File: src/rtl/matmul_pkg.sv
// Shared types and constants for the systolic matmul sequencer.
// Latency: n/a (declarations only).
// Backpressure: n/a.
package matmul_pkg;

  localparam int MAX_DIM = 4;
  localparam int DIM_W   = $clog2(MAX_DIM + 1);
  localparam int CNT_W   = $clog2(2 * MAX_DIM + 1);

  typedef logic [DIM_W-1:0] dim_t;
  typedef logic [CNT_W-1:0] cnt_t;

  typedef enum logic [2:0] {
    IDLE,
    CLEAR,
    FEED,
    DRAIN,
    WB,
    DONE
  } matmul_ctrl_state_e;

  // Cycles the array must stay enabled after the last operand read:
  // one for the read latency plus (n-1)+(m-1) cycles of skew.
  function automatic cnt_t drain_len(input cnt_t n, input cnt_t m);
    return n + m - cnt_t'(1);
  endfunction

endpackage

File: src/rtl/matmul_step_cnt.sv
// Up-counter with terminal-count flag, shared by the FEED/DRAIN/WB phases.
// Latency: count updates one cycle after en; last is decoded from the count register.
// Backpressure: none; clr has priority over en.
module matmul_step_cnt #(
  parameter int CNT_W = 4
) (
  input  logic             i_clk,
  input  logic             i_rst,
  input  logic             i_clr,
  input  logic             i_en,
  input  logic [CNT_W-1:0] i_limit,
  output logic [CNT_W-1:0] o_cnt,
  output logic             o_last
);

  logic [CNT_W-1:0] r_cnt;

  // Step count: cleared on reset/clr, incremented while enabled
  always_ff @(posedge i_clk) begin
    if (i_rst) begin
      r_cnt <= '0;
    end else if (i_clr) begin
      r_cnt <= '0;
    end else if (i_en) begin
      r_cnt <= r_cnt + CNT_W'(1);
    end
  end

  assign o_cnt  = r_cnt;
  assign o_last = (r_cnt == i_limit);

endmodule

File: src/rtl/matmul_seq_ctrl.sv
// Sequencer for the systolic matmul array: clear, feed K operand steps, drain, write N rows.
// Latency: CLEAR one cycle after start; done_o after 2+K+(N+M-1)+N cycles (one less with reuse).
// Backpressure: none; start_i is only sampled in IDLE and is dropped otherwise.
module matmul_seq_ctrl #(
  parameter int MAX_DIM = matmul_pkg::MAX_DIM,
  parameter int DIM_W   = $clog2(MAX_DIM + 1),
  parameter int CNT_W   = $clog2(2 * MAX_DIM + 1)
) (
  input  logic             clk_i,
  input  logic             rst_ni,
  input  logic             start_i,
  input  logic             reuse_i,
  input  logic [DIM_W-1:0] n_dim_i,
  input  logic [DIM_W-1:0] k_dim_i,
  input  logic [DIM_W-1:0] m_dim_i,
  output logic             busy_o,
  output logic             done_o,
  output logic             err_o,
  output logic             pe_clear_o,
  output logic             pe_en_o,
  output logic             op_rd_en_o,
  output logic [DIM_W-1:0] op_rd_addr_o,
  output logic             feed_valid_o,
  output logic             res_wr_en_o,
  output logic [DIM_W-1:0] res_row_o
);

  import matmul_pkg::*;

  localparam logic [DIM_W-1:0] MAX_D = DIM_W'(MAX_DIM);

  matmul_ctrl_state_e r_state;
  logic [DIM_W-1:0]   r_n;
  logic [DIM_W-1:0]   r_k;
  logic [DIM_W-1:0]   r_m;
  logic               r_err;
  logic               r_feed_vld;

  logic [CNT_W-1:0]   w_cnt;
  logic [CNT_W-1:0]   w_limit;
  logic [DIM_W-1:0]   w_cnt_idx;
  logic               w_cnt_last;
  logic               w_cnt_en;
  logic               w_cnt_clr;
  logic               w_dims_ok;

  assign w_dims_ok = (n_dim_i != '0) && (n_dim_i <= MAX_D) &&
                     (k_dim_i != '0) && (k_dim_i <= MAX_D) &&
                     (m_dim_i != '0) && (m_dim_i <= MAX_D);

  // The counter only runs in the three timed phases and restarts at every
  // phase boundary, so each phase sees 0..limit.
  assign w_cnt_en  = (r_state == FEED) || (r_state == DRAIN) || (r_state == WB);
  assign w_cnt_clr = !w_cnt_en || w_cnt_last;

  // Terminal count of the phase currently running
  always_comb begin
    w_limit = '0;
    case (r_state)
      FEED:    w_limit = CNT_W'(r_k) - CNT_W'(1);
      DRAIN:   w_limit = CNT_W'(drain_len(cnt_t'(r_n), cnt_t'(r_m))) - CNT_W'(1);
      WB:      w_limit = CNT_W'(r_n) - CNT_W'(1);
      default: w_limit = '0;
    endcase
  end

  matmul_step_cnt #(
    .CNT_W (CNT_W)
  ) u_step_cnt (
    .i_clk   (clk_i),
    .i_rst   (rst_ni),
    .i_clr   (w_cnt_clr),
    .i_en    (w_cnt_en),
    .i_limit (w_limit),
    .o_cnt   (w_cnt),
    .o_last  (w_cnt_last)
  );

  // Phase sequencing, dimension latch, error pulse and feed-valid delay
  always_ff @(posedge clk_i) begin
    if (rst_ni) begin
      r_state    <= IDLE;
      r_n        <= '0;
      r_k        <= '0;
      r_m        <= '0;
      r_err      <= 1'b0;
      r_feed_vld <= 1'b0;
    end else begin
      r_err      <= 1'b0;
      // Operand buffers return data one cycle after the read.
      r_feed_vld <= (r_state == FEED);
      case (r_state)
        IDLE: begin
          if (start_i) begin
            if (w_dims_ok) begin
              r_n     <= n_dim_i;
              r_k     <= k_dim_i;
              r_m     <= m_dim_i;
              r_state <= reuse_i ? FEED : CLEAR;
            end else begin
              r_err <= 1'b1;
            end
          end
        end
        CLEAR: r_state <= FEED;
        FEED:  if (w_cnt_last) r_state <= DRAIN;
        DRAIN: if (w_cnt_last) r_state <= WB;
        WB:    if (w_cnt_last) r_state <= DONE;
        DONE:  r_state <= IDLE;
        default: r_state <= IDLE;
      endcase
    end
  end

  assign w_cnt_idx = DIM_W'(w_cnt);

  assign busy_o       = (r_state != IDLE);
  assign done_o       = (r_state == DONE);
  assign err_o        = r_err;
  assign pe_clear_o   = (r_state == CLEAR);
  assign pe_en_o      = (r_state == FEED) || (r_state == DRAIN);
  assign op_rd_en_o   = (r_state == FEED);
  assign op_rd_addr_o = (r_state == FEED) ? w_cnt_idx : '0;
  assign feed_valid_o = r_feed_vld;
  assign res_wr_en_o  = (r_state == WB);
  assign res_row_o    = (r_state == WB) ? w_cnt_idx : '0;

endmodule

File: config.mk
export PLATFORM = sky130hd
export DESIGN_NAME = matmul_seq_ctrl
export DESIGN_NICKNAME = d
export VERILOG_FILES = /design/src/rtl/matmul_pkg.sv /design/src/rtl/matmul_step_cnt.sv /design/src/rtl/matmul_seq_ctrl.sv
export SDC_FILE = /design/constraint.sdc
export NUM_CORES = 1
export LEC_CHECK = 0
export ABC_AREA = 1
export ABC_CLOCK_PERIOD_IN_PS = 2700
export CAP_MARGIN = 25
export CORE_ASPECT_RATIO = 1.5
export CORE_MARGIN = 4
export CORE_UTILIZATION = 49
export CTS_CLUSTER_DIAMETER = 150
export CTS_CLUSTER_SIZE = 28
export DETAILED_ROUTE_END_ITERATION = 7
export GPL_TIMING_DRIVEN = 0
export PLACE_DENSITY = 0.78
export SYNTH_ARGS = -nofsm -noshare
export SYNTH_HDL_FRONTEND = slang
export SYNTH_SLANG_ARGS = --single-unit
export TNS_END_PERCENT = 30
File: constraint.sdc
create_clock -name clk_i -period 2.7 [get_ports clk_i]
set_clock_uncertainty 0.05 [all_clocks]
set_input_delay 0.405 -clock clk_i [delete_from_list [all_inputs] [get_ports clk_i]]
set_output_delay 0.405 -clock clk_i [all_outputs]
set_load 0.02 [all_outputs]
; ---- After elaboration in Yosys (flattened, before gate mapping)
; Cells that the tools add are included.
; Widths: inputs -> output; s select.
[totals]
ff_bits = 18
out_inout_bits = 14
wordCells = 58
[classes]
add_sub_neg = 6
n_lt_le_gt_ge = 3
eq_ne = 11
n_mux = 11
n_bitwise = 2
reduce_logical = 18
[op_table]
columns = operator, n
row1 = $mux 3, 7
row2 = $pmux 3 s5, 1
row3 = $pmux 4 s3, 1
row4 = $reduce_bool 3->1, 4
row5 = $le 3x3->1 const B, 3
row6 = $sub 3x1->4 const B, 2
row7 = $sub 4x1->4 const B, 2
row8 = $eq 3x2->1 const B, 2
row9 = $eq 3x3->1 const B, 2
row10 = $ne 2x2->1 const B, 3
row11 = $logic_and 1x1->1, 5
row12 = $reduce_and 5->1, 1
row13 = $add 3x3->4, 1
row14 = $add 4x1->4 const B, 1
row15 = $eq 4x4->1, 1
row16 = $ne 2x1->1 const B, 2
row17 = $eq 3x1->1 const B, 1
row18 = $logic_not 3->1, 1
row19 = $logic_or 1x1->1, 3
row20 = $reduce_and 3->1, 1
row21 = $reduce_or 3->1, 1
row22 = $mux 2, 1
row23 = $not 1->1, 2
row24 = $reduce_or 2->1, 1
row25 = other kinds (2), 2

; ---- Longest topological paths before layout
; Gate-level depths: netlist (run 1).
[logic_depth]
word_depth = 9
mapped_depth = 19
ltp_nobuf = 19

; ---- Cells and area by module
; From an unflattened synthesis (run 1), not the netlist that was laid out.
[hier_totals]
cells_unflattened = 177
hier_area_um2 = 1203.7
[modules_own_cells]
columns = module, n_inst, cells_per_inst, area_per_inst_um2, seq_area_each_um2
row1 = matmul_seq_ctrl, 1, 144, 980.9, 280.3
row2 = matmul_step_cnt, 1, 33, 222.7, 80.1

; ---- Worst setup path after synthesis (run 1)
; OpenSTA, ideal clock, no wires.
[synth_path]
kind = flip-flop to flip-flop
start = register r_n[1]
end = register r_state[0]
arrival_ps = 2116
required_time_ps = 2535
slack_ps = 419
stages_incl_launch_ff = 18
path_buffers = 0
path_cell_list = dfxtp_1 -> inv_1 -> ha_1 -> inv_1 -> ha_1 -> inv_1 -> fa_1 -> or2_2 -> nand3_1 -> nand2_1 -> nand2_1 -> nand2_1 -> nor2_2 -> nand2_2 -> nand2_4 -> nand3_1 -> nand2_1 -> nor2_1
[synth_via]
elab_chain_cells = 7
[synth_lines]
columns = item, line_no
row1 = start: declaration, matmul_seq_ctrl.sv:33  ; logic [DIM_W-1:0] r_n;
row2 = start signal: assignment, matmul_seq_ctrl.sv:96  ; r_n <= n_dim_i;
row3 = $add 3x3->4, matmul_pkg.sv:25  ; return n + m - cnt_t'(1);
row4 = $sub 4x1->4, matmul_pkg.sv:25
row5 = $sub 4x1->4, matmul_seq_ctrl.sv:61  ; DRAIN: w_limit = CNT_W'(drain_len(cnt_t'(r_n), cnt_t'(r_m))) - CNT_W'(1);
row6 = $pmux 4 s3 *, matmul_seq_ctrl.sv:59  ; case (r_state)
row7 = $eq 4x4->1 *, matmul_step_cnt.sv:30  ; assign o_last = (r_cnt == i_limit);
row8 = $ne 2x2->1 (no line) or $ne 2x1->1 (tied branches), -
row9 = $reduce_and 5->1 (no line) *, -
row10 = end signal: assignment, matmul_seq_ctrl.sv:99  ; r_state <= reuse_i ? FEED : CLEAR;
row11 = end: declaration, matmul_seq_ctrl.sv:32  ; matmul_ctrl_state_e r_state;
; Mark *: on every way between the ends. The rest lies on a longest branch, timed or not.
; A chain may end at the register's enable or synchronous reset.

; ---- Worst setup path in the final report (run 1)
[layout_path]
start = register r_n[1]
end = register r_state[1]
; The elaborated chain is that of the path after synthesis.

==> flow_summary.json, run 1 <==
{
  "result_of_the_run": "finished, final reports clean",
  "path_max_fanout": 6,
  "remaining_drcs": 0,
  "finalSetupViolCount": 0,
  "tns_ns": 0,
  "post_cts_resized": 0,
  "route.antenna.remaining_nets": 0,
  "finalPower_mw": 1.34,
  "grt_first_pass_wirelength_microns": 4440,
  "layout_setup_ws_ns": 0.215,
  "leakagePower_nw": 0.657,
  "initial_utilization": 0.523,
  "ys_flop_type": "dfxtp_1",
  "routed_wirelength_microns": 2620,
  "layout-area-overhead-vs-synth_pct": 27.2,
  "worstPathRequired_ns": 2.86,
  "gr-total-overflow": 0,
  "yosysTopAreaCell": "dfxtp_1",
  "post-route-util": 0.666,
  "routed_via_density": 5.13,
  "detailedPlace.worstSlack_ns": 0.190,
  "timing.setup.critical_path_class": "reg2reg",
  "rsz0062_at_grt": "false",
  "postSynthRegisterBits": 18,
  "floorplan.die.width_microns": 48.3,
  "syn_inst": 178,
  "worst_skew_pair.late_latency_ns": 0.30,
  "drt_first_iter_violations": 34,
  "cellPowerDensity_nw_per_um2": 882,
  "cts-htree-levels": 1,
  "max_clock_freq_mhz": 402,
  "cts_hold_buffers": 0,
  "synth_most_common_cell": "nand2_1",
  "antenna_found_initial": 0,
  "final_net_count": 229,
  "synth_largest_type_area_fraction": 0.301,
  "worstSetupStartpointType": "flip-flop",
  "io_pins": 27,
  "design.core.area_sq_um": 2290,
  "drv_slew": 0,
  "finalWeightedCongestion": 0.828,
  "num_rows": 21,
  "number_of_warnings_reported_in_the_yosys_synthesis_log": 0,
  "synth_area_sq_um": 1200,
  "vdd_drop_max_mv": 0.765,
  "firstDrtPassIters": 4,
  "synth.cells.most_frequent": "nand2_1, inv_1, nor2_1, nand3_1, dfxtp_1",
  "clk_root_buffer_cell": "clkbuf_4",
  "netlist-cell-type-count": 28,
  "share_of_layout_cells_above_drive_strength_1": 0.135,
  "layout_min_cycle_time_ns": 2.48,
  "grt_max_degree": 11,
  "buffer_count_from_post_cts_setup_fixing": 0,
  "grt_pass1_vias": 1152,
  "die-height_microns": 68.5,
  "worst_slew_margin_rel": 0.730,
  "syn_avg_cell_area_sq_um": 6.72,
  "type_of_the_most_critical_hold_path": "reg2reg",
  "wl_per_cell_microns": 11.3,
  "insertedDiodeCount": 0,
  "grt_util_all_layers": 0.166,
  "synth-edff-count": 0,
  "finalHoldViolations": 0,
  "cts.path.max_buffers": 2,
  "async_sr_flop_fraction": 0,
  "via_count": 1186,
  "syn-num-nets": 198,
  "portBuffers": 26,
  "yosys-top-cells-area": "dfxtp_1, nand2_1, nand3_1",
  "cp.arrival_ns": 2.64,
  "final.period_utilization": 0.920,
  "number_of_buffers_inserted_during_clock_tree_synthesis": 3,
  "cts_tree": "yes",
  "max-cap-violations": 0,
  "clock_slew_seen_by_the_registers_of_the_worst_setup_and_hold_paths_ns": 0.12,
  "hpwl_microns": 2210,
  "worst_setup_path_end_kind": "flip-flop",
  "cts_sinks": 18,
  "fp.dieArea_sq_um": 3310,
  "yosysSeqAreaShare": 0.301,
  "max_slew.worst_pin.slew_ns": 0.402
}
[area by class of cell]
cell class                      count  area, sq um
Clock buffer                        4         36.3
Inverter                           28          105
Sequential cell                    18          360
Fill cell                         221          764
Tap cell                           23         28.8
Multi-Input combinational cell    130          718
Timing Repair Buffer               26          260
Buffer                              2         12.5
[placed cells by master, fill, tap and decap left out, types with 2 or more instances in the layout]
cell | netlist | routed
nand2_1 | 35 | 35
clkdlybuf4s50_1 | 0 | 26
inv_1 | 25 | 25
nor2_1 | 22 | 22
nand3_1 | 19 | 19
dfxtp_1 | 18 | 18
a21oi_1 | 13 | 13
o21ai_0 | 6 | 6
ha_1 | 6 | 6
nand2_2 | 5 | 5
nor2_2 | 4 | 4
inv_2 | 3 | 3
nand2_4 | 3 | 3
clkbuf_4 | 0 | 3
nor2_4 | 2 | 2
nand3_2 | 2 | 2
xnor2_1 | 2 | 2
[metrics by stage]
stage               hold WS [ns]  cell area [sq um]  cells
floorplan                  0.383               1200    178
global placement           0.399               1490    227
detailed placement         0.411               1490    227
CTS                        0.425               1520    231
global route               0.452               1520    231
finish                     0.428               1520    231
[cell families (layout without fill, tap and decap cells)]
group / Yosys count / count (layout) / share of synthesized area
compound gates: 22 / 22 / 0.0973
xor+xnor: 3 / 3 / 0.0220
fa+ha+maj: 7 / 7 / 0.0795
buf+inv: 30 / 60 / 0.0983
flops: 18 / 18 / 0.301
simple gates: 98 / 98 / 0.402
[flip-flops by register name (all words and copies together), names as in the netlist]
register / cells
err_o: 1
feed_valid_o: 1
r_k: 3
r_m: 3
r_n: 3
r_state: 3
u_step_cnt.o_cnt: 4
[power by group]
group          internal (mW)  switching, mW  total (mW)
Combinational          0.313          0.515       0.829
Sequential             0.306         0.0380       0.344
Clock                 0.0822         0.0871       0.169
[per-layer routing]
layer  track usage  share of wire  vias to the layer above
li1              -              -                      628
met1         0.162           0.39                      528
met2         0.337           0.55                       26
met3        0.0301          0.041                        4
met4        0.0692          0.012                        0
met5             0              0                        -
[worst paths after layout]
check / slack, ns / from / cells after the start / to
worst min register to register: 0.43 / r_k[1]$_SDFFE_PP0P_ / 2 / r_k[1]$_SDFFE_PP0P_
worst min-delay path: 0.43 / r_k[1]$_SDFFE_PP0P_ / 2 / r_k[1]$_SDFFE_PP0P_
worst max-delay path: 0.22 / r_n[1]$_SDFFE_PP0P_ / 17 / r_state[1]$_SDFFE_PP0P_
worst max register to register: 0.22 / r_n[1]$_SDFFE_PP0P_ / 17 / r_state[1]$_SDFFE_PP0P_
[critical path, stage by stage (launching register included)]
cell and delay [ns]:
dfxtp_1 0.36, inv_1 0.07, ha_1 0.29, inv_1 0.06, ha_1 0.13, inv_1 0.04, fa_1 0.36, or2_2 0.30
nand3_1 0.12, nand2_1 0.07, nand2_1 0.06, nand2_1 0.06, nor2_2 0.09, nand2_2 0.08, nand2_4 0.09, nand3_1 0.07
nand2_1 0.08, nor2_1 0.04
No activity file was read; power rests on OpenSTA's default activity.
==> run 2: changes to the inputs <==
--- a/config.mk
+++ b/config.mk
@@ -7,7 +7,7 @@
 export LEC_CHECK = 0
 export ABC_AREA = 1
 export ABC_CLOCK_PERIOD_IN_PS = 2700
-export CAP_MARGIN = 25
+export CAP_MARGIN = 15
 export CORE_ASPECT_RATIO = 1.5
 export CORE_MARGIN = 4
 export CORE_UTILIZATION = 49
==> results of run 2 <==
No change in the layout: final DEF, timing and power equal those of run 1.
==> run 3: changes to the inputs <==
--- a/config.mk
+++ b/config.mk
@@ -10,13 +10,14 @@
 export CAP_MARGIN = 15
 export CORE_ASPECT_RATIO = 1.5
 export CORE_MARGIN = 4
-export CORE_UTILIZATION = 49
+export CORE_UTILIZATION = 51
+export CTS_BUF_LIST = sky130_fd_sc_hd__clkbuf_8
 export CTS_CLUSTER_DIAMETER = 150
 export CTS_CLUSTER_SIZE = 28
 export DETAILED_ROUTE_END_ITERATION = 7
 export GPL_TIMING_DRIVEN = 0
-export PLACE_DENSITY = 0.78
+export PLACE_DENSITY = 0.81
 export SYNTH_ARGS = -nofsm -noshare
 export SYNTH_HDL_FRONTEND = slang
 export SYNTH_SLANG_ARGS = --single-unit
-export TNS_END_PERCENT = 30
+export TNS_END_PERCENT = 10
==> flow_summary.json, run 3 (synthesis results as in run 1) <==
{
  "layout.cells.most_common_list": "nand2_1, clkdlybuf4s50_1, inv_1",
  "grt_first_pass_wirelength_microns": 4770,
  "layout_setup_ws_ns": 0.167,
  "portBuffers": 26,
  "largest_reg_flops": 4,
  "whs_endpoint": "r_k[2]$_SDFFE_PP0P_",
  "internal_power_mw": 0.749,
  "worstPathRequired_ns": 2.80,
  "crit_chain": "inv_1, ha_1, inv_1, ha_1, inv_1, fa_1, or2_2, nand3_1, nand2_1, nand2_1, nand2_1, nor2_2, nand2_2, nand2_4, nand3_1, nand2_1, nor2_1",
  "finalHoldViolations": 0,
  "cellPowerDensity_nw_per_um2": 912,
  "worst_slew_margin_rel": 0.725,
  "route.antenna.remaining_nets": 0,
  "die-height_microns": 67.3,
  "worst_r2r_path_depth": 17,
  "path_max_fanout": 6,
  "power.sequential.fraction": 0.246,
  "grt_max_degree": 11,
  "netSwitchingFraction": 0.467,
  "cts.path.max_buffers": 2,
  "vdd_drop_max_mv": 0.661,
  "post-route-util": 0.690,
  "share_of_layout_cells_above_drive_strength_1": 0.135,
  "cp.arrival_ns": 2.64,
  "fp.dieArea_sq_um": 3200,
  "grt_util_all_layers": 0.203,
  "gr-total-overflow": 0,
  "multiInputGateArea_sq_um": 718,
  "num-fill-cells": 199,
  "area.sequential_sq_um": 360,
  "slowest_delay_ns": 0.38,
  "worst_setup_path_end_kind": "flip-flop",
  "commonest_non_fill_non_tap_cell_in_the_layout": "nand2_1",
  "critPathSlowestCell": "fa_1",
  "insertedDiodeCount": 0,
  "drv_slew": 0,
  "worst_skew_pair.late_latency_ns": 0.25,
  "wl_per_cell_microns": 12.1,
  "max_slew.worst_pin.slew_ns": 0.410,
  "final.period_utilization": 0.938,
  "cell_area_after_layout_sq_um": 1540,
  "layout-area-overhead-vs-synth_pct": 28.8,
  "cp-startpoint": "r_n[1]$_SDFFE_PP0P_",
  "post_cts_resized": 0,
  "cts-htree-levels": 1,
  "buffer_count_from_post_cts_setup_fixing": 0,
  "total_switching_power_mw": 0.656,
  "floorplan.die.width_microns": 47.5,
  "power.combinational.fraction": 0.599,
  "design.core.area_sq_um": 2230,
  "via_count": 1229,
  "crit-reg2reg-capture": "r_state[2]$_SDFFE_PP0P_",
  "initial_utilization": 0.536,
  "num_rows": 21,
  "finalSetupViolCount": 0,
  "min-delay-start": "r_k[2]$_SDFFE_PP0P_",
  "grt_pass1_vias": 1209,
  "max_clock_freq_mhz": 395,
  "cts_hold_buffers": 0,
  "finish.cell_count_without_fillers": 231,
  "tns_ns": 0,
  "min_delay_path_depth": 2,
  "timing.setup.critical_path_class": "reg2reg",
  "final_net_count": 229,
  "number_of_buffers_inserted_during_clock_tree_synthesis": 3,
  "clk_root_buffer_cell": "clkbuf_8",
  "routed_via_density": 5.32,
  "antenna_found_initial": 0,
  "hold-worst-slack_ns": 0.413,
  "cts_sinks": 18,
  "placed_cell_area_sq_um": 1490,
  "io_pins": 27,
  "power.share.clock": 0.156,
  "origin_of_the_critical_flop_to_flop_path": "r_n[1]$_SDFFE_PP0P_",
  "finalPower_mw": 1.40,
  "routed_wirelength_microns": 2790,
  "finalWeightedCongestion": 0.795,
  "placed_cells_incl_taps": 227,
  "drt_first_iter_violations": 22,
  "hpwl_microns": 2290,
  "leakagePower_nw": 0.665,
  "r2r_setup_slack_ns": 0.17,
  "layout_min_cycle_time_ns": 2.53,
  "worstSetupStartpointType": "flip-flop",
  "type_of_the_most_critical_hold_path": "reg2reg",
  "cts_tree": "yes",
  "firstDrtPassIters": 4,
  "path_common_cell": "nand2_1",
  "max-cap-violations": 0,
  "remaining_drcs": 0,
  "clock_slew_seen_by_the_registers_of_the_worst_setup_and_hold_paths_ns": 0.07,
  "result_of_the_run": "finished, final reports clean",
  "rsz0062_at_grt": "false",
  "detailedPlace.worstSlack_ns": 0.189
}
==> run 3: cell types whose count changed in the layout (fill, tap and decap cells not counted) <==
| cell | previous run | this run |
|---|---|---|
| clkbuf_8 | 1 | 4 |
| clkbuf_4 | 3 | 0 |
==> run 3: final cells by class <==
| cell class | instances | area share |
|---|---|---|
| multi-input cells | 130 | 0.466 |
| well taps | 23 | 0.0187 |
| flip-flops and latches | 18 | 0.234 |
| inverters | 28 | 0.0682 |
| repair buffers | 26 | 0.169 |
| clock buffers | 4 | 0.0357 |
| plain buffers | 2 | 0.00812 |
==> run 3: power groups by stage <==
stage / clock [mW] / combinational, mW / sequential [mW]
2_1_floorplan: 0 / 0.613 / 0.347
3_3_place_gp: 0 / 0.807 / 0.347
3_5_place_dp: 0 / 0.837 / 0.350
4_1_cts: 0.217 / 0.845 / 0.345
5_1_grt: 0.233 / 0.945 / 0.350
6_report: 0.219 / 0.841 / 0.345
==> run 3: layer usage <==
layer  wire length [microns]  global-route usage  part of all wire  vias up
met5                       0                   0                 0        -
met4                      53              0.0774             0.019        0
met3                     135              0.0373             0.048        6
met2                    1570               0.399              0.56       34
met1                    1030               0.191              0.37      565
li1                        -                   -                 -      624
==> run 3: worst max-delay path: cells and delay by family (launching register included) <==
kind,cells,cell delay (ns)
and+or+nand+nor,11,1.10
adders and majority gates,3,0.79
DFF,1,0.35
buffers and inverters,3,0.17
==> run 3: worst max path at each step <==
stage,end,slack (ns),depth (start not counted)
after detailed placement,r_state[2]$_SDFFE_PP0P_,0.19,17
after CTS,r_state[2]$_SDFFE_PP0P_,0.18,17
after global placement,r_state[1]$_SDFFE_PP0P_,0.26,17
final,r_state[2]$_SDFFE_PP0P_,0.17,17
after global routing,r_state[0]$_SDFFE_PP0P_,0.03,17
after floorplan,r_state[0]$_SDFFE_PP0P_,0.42,17
==> edit (flow settings as in run 1) <==
Encoding of `matmul_ctrl_state_e`: now one-hot (6 bits for 6 states).
--- a/src/rtl/matmul_pkg.sv
+++ b/src/rtl/matmul_pkg.sv
@@ -12,9 +12,9 @@
 
-  typedef enum logic [2:0] {
-    IDLE,
-    CLEAR,
-    FEED,
-    DRAIN,
-    WB,
-    DONE
+  typedef enum logic [5:0] {
+    IDLE  = 6'b000001,
+    CLEAR = 6'b000010,
+    FEED  = 6'b000100,
+    DRAIN = 6'b001000,
+    WB    = 6'b010000,
+    DONE  = 6'b100000
   } matmul_ctrl_state_e;
Behaviour: same outputs for any inputs over 10 cycles, from zero or initial values and one cycle with rst_ni high; not proved beyond that.
==> edit against run 1 <==
Register-to-register slack better by 0.13 ns. Clock power is 9% lower. First-iteration DRC count is 35% lower. Worst setup slack worse by 0.041 ns. Wire length is 13% higher. Final area is 8.4% higher. Global-route usage is 1.9 points higher. Total power is 9.5% lower. Sequential cell count is 3 higher. Area after synthesis is 10% higher.
==> edit: results <==
metrics = {
    "synthesis": {
        "async_flop_share_pct": 0,
        "synth-edff-count": 0,
        "synth_xor_area_share_pct": 2.66,
        "synth.distinct_cells": 27,
        "synth-compound-area-share_pct": 10.8,
        "netlist_top_cells_count": "nand2_1, inv_1, nor2_1, dfxtp_1, a21oi_1",
        "synth_area_leaders": "dfxtp_1, nand2_1, inv_1",
        "yosysSeqAreaShare_pct": 31.9,
        "synthesis.nets": 210,
        "synth_fa_ha_area_share_pct": 7.22,
    },
    "grt": {
        "grt_first_pass_wirelength_um": 5270,
        "grt_max_degree": 12,
        "grt_pass1_vias": 1319,
        "grt_use_total_pct": 18.5,
    },
    "detailed_routing": {
        "wl_met3_um": 115,
        "top_layer_used": "met4",
        "wl_met2_um": 1600,
        "routed_wl_um": 2960,
        "drt_iter0_markers": 22,
        "met1_length_um": 1160,
        "vias_per_cell": 4.98,
    },
    "worst_setup_path": {
        "r2r_end": "r_state[4]",
        "critPathKind": "reg2out",
        "rrSetupSlack_ns": 0.35,
        "cp-endpoint": "pe_clear_o",
        "ff2ff_path_depth": 18,
        "timing.rr.start": "r_state[3]",
        "worstSetupStartpoint": "r_state[4]",
        "critical_path_peak_fanout": 4,
        "crit_slowest_cell": "clkdlybuf4s50_1",
        "cp.arrival_ns": 2.07,
        "cp_top_family": "buffers and inverters",
        "slowest_delay_ns": 0.68,
    },
    "clock_network": {
        "cts_sinks": 21,
        "cts.reportedPaths.clkPinSlew_ns": 0.12,
        "clockBufferDepth": 2,
    },
    "layout": {
        "drive_gt1_share_pct": 11.4,
        "multi_input_cells": 134,
        "sh_seq_area_pct": 25.5,
        "multi_input_area_share_pct": 46.3,
        "fillCellCount": 225,
        "num-nonclk-inverters": 33,
        "largest_reg_flops": 6,
        "final_nets": 241,
        "clkCellAreaFrac_pct": 1.59,
        "buffer_area_share_pct": 16.4,
    },
    "worst_hold_path": {
        "whs_endpoint": "r_m[0]",
        "hp-start": "r_m[0]",
    },
    "placed_design": {
        "gp_congestion": 0.829,
        "portBuffers": 26,
        "post-dp-hpwl_um": 2490,
    },
    "power_and_ir_drop": {
        "ir_worst_vdd_uv": 607,
        "p_leak_nw": 0.700,
    },
    "outcome": {
        "outcome": "finished clean",
    },
    "timing": {
        "worst_slew_pin_slew_ns": 0.349,
    },
}
-- edit: stage by stage --
stage	hold WS [ns]	power (W)	cell area (sq um)	setup slack (ns)	std cells
2_1_floorplan	0.373	0.000895	1320	0.555	190
3_3_place_gp	0.386	0.00105	1620	0.402	252
3_5_place_dp	0.389	0.00107	1620	0.340	252
4_1_cts	0.410	0.00122	1650	0.174	256
5_1_grt	0.427	0.00132	1650	0.0653	256
6_report	0.407	0.00121	1650	0.174	256
-- edit: layer usage --
metal  vias to the layer above  GRT usage [%]
li1                        670              -
met1                       565           18.9
met2                        31           35.5
met3                        10           2.91
met4                         0           8.68
met5                         -              0
-- edit: power by group --
part / switching (W) / total [W] / internal [W] / leakage, nW
logic: 0.000415 / 0.000659 / 0.000244 / 0.515
registers: 0.0000424 / 0.000402 / 0.000360 / 0.170
clock network: 0.0000955 / 0.000153 / 0.0000577 / 0.0150
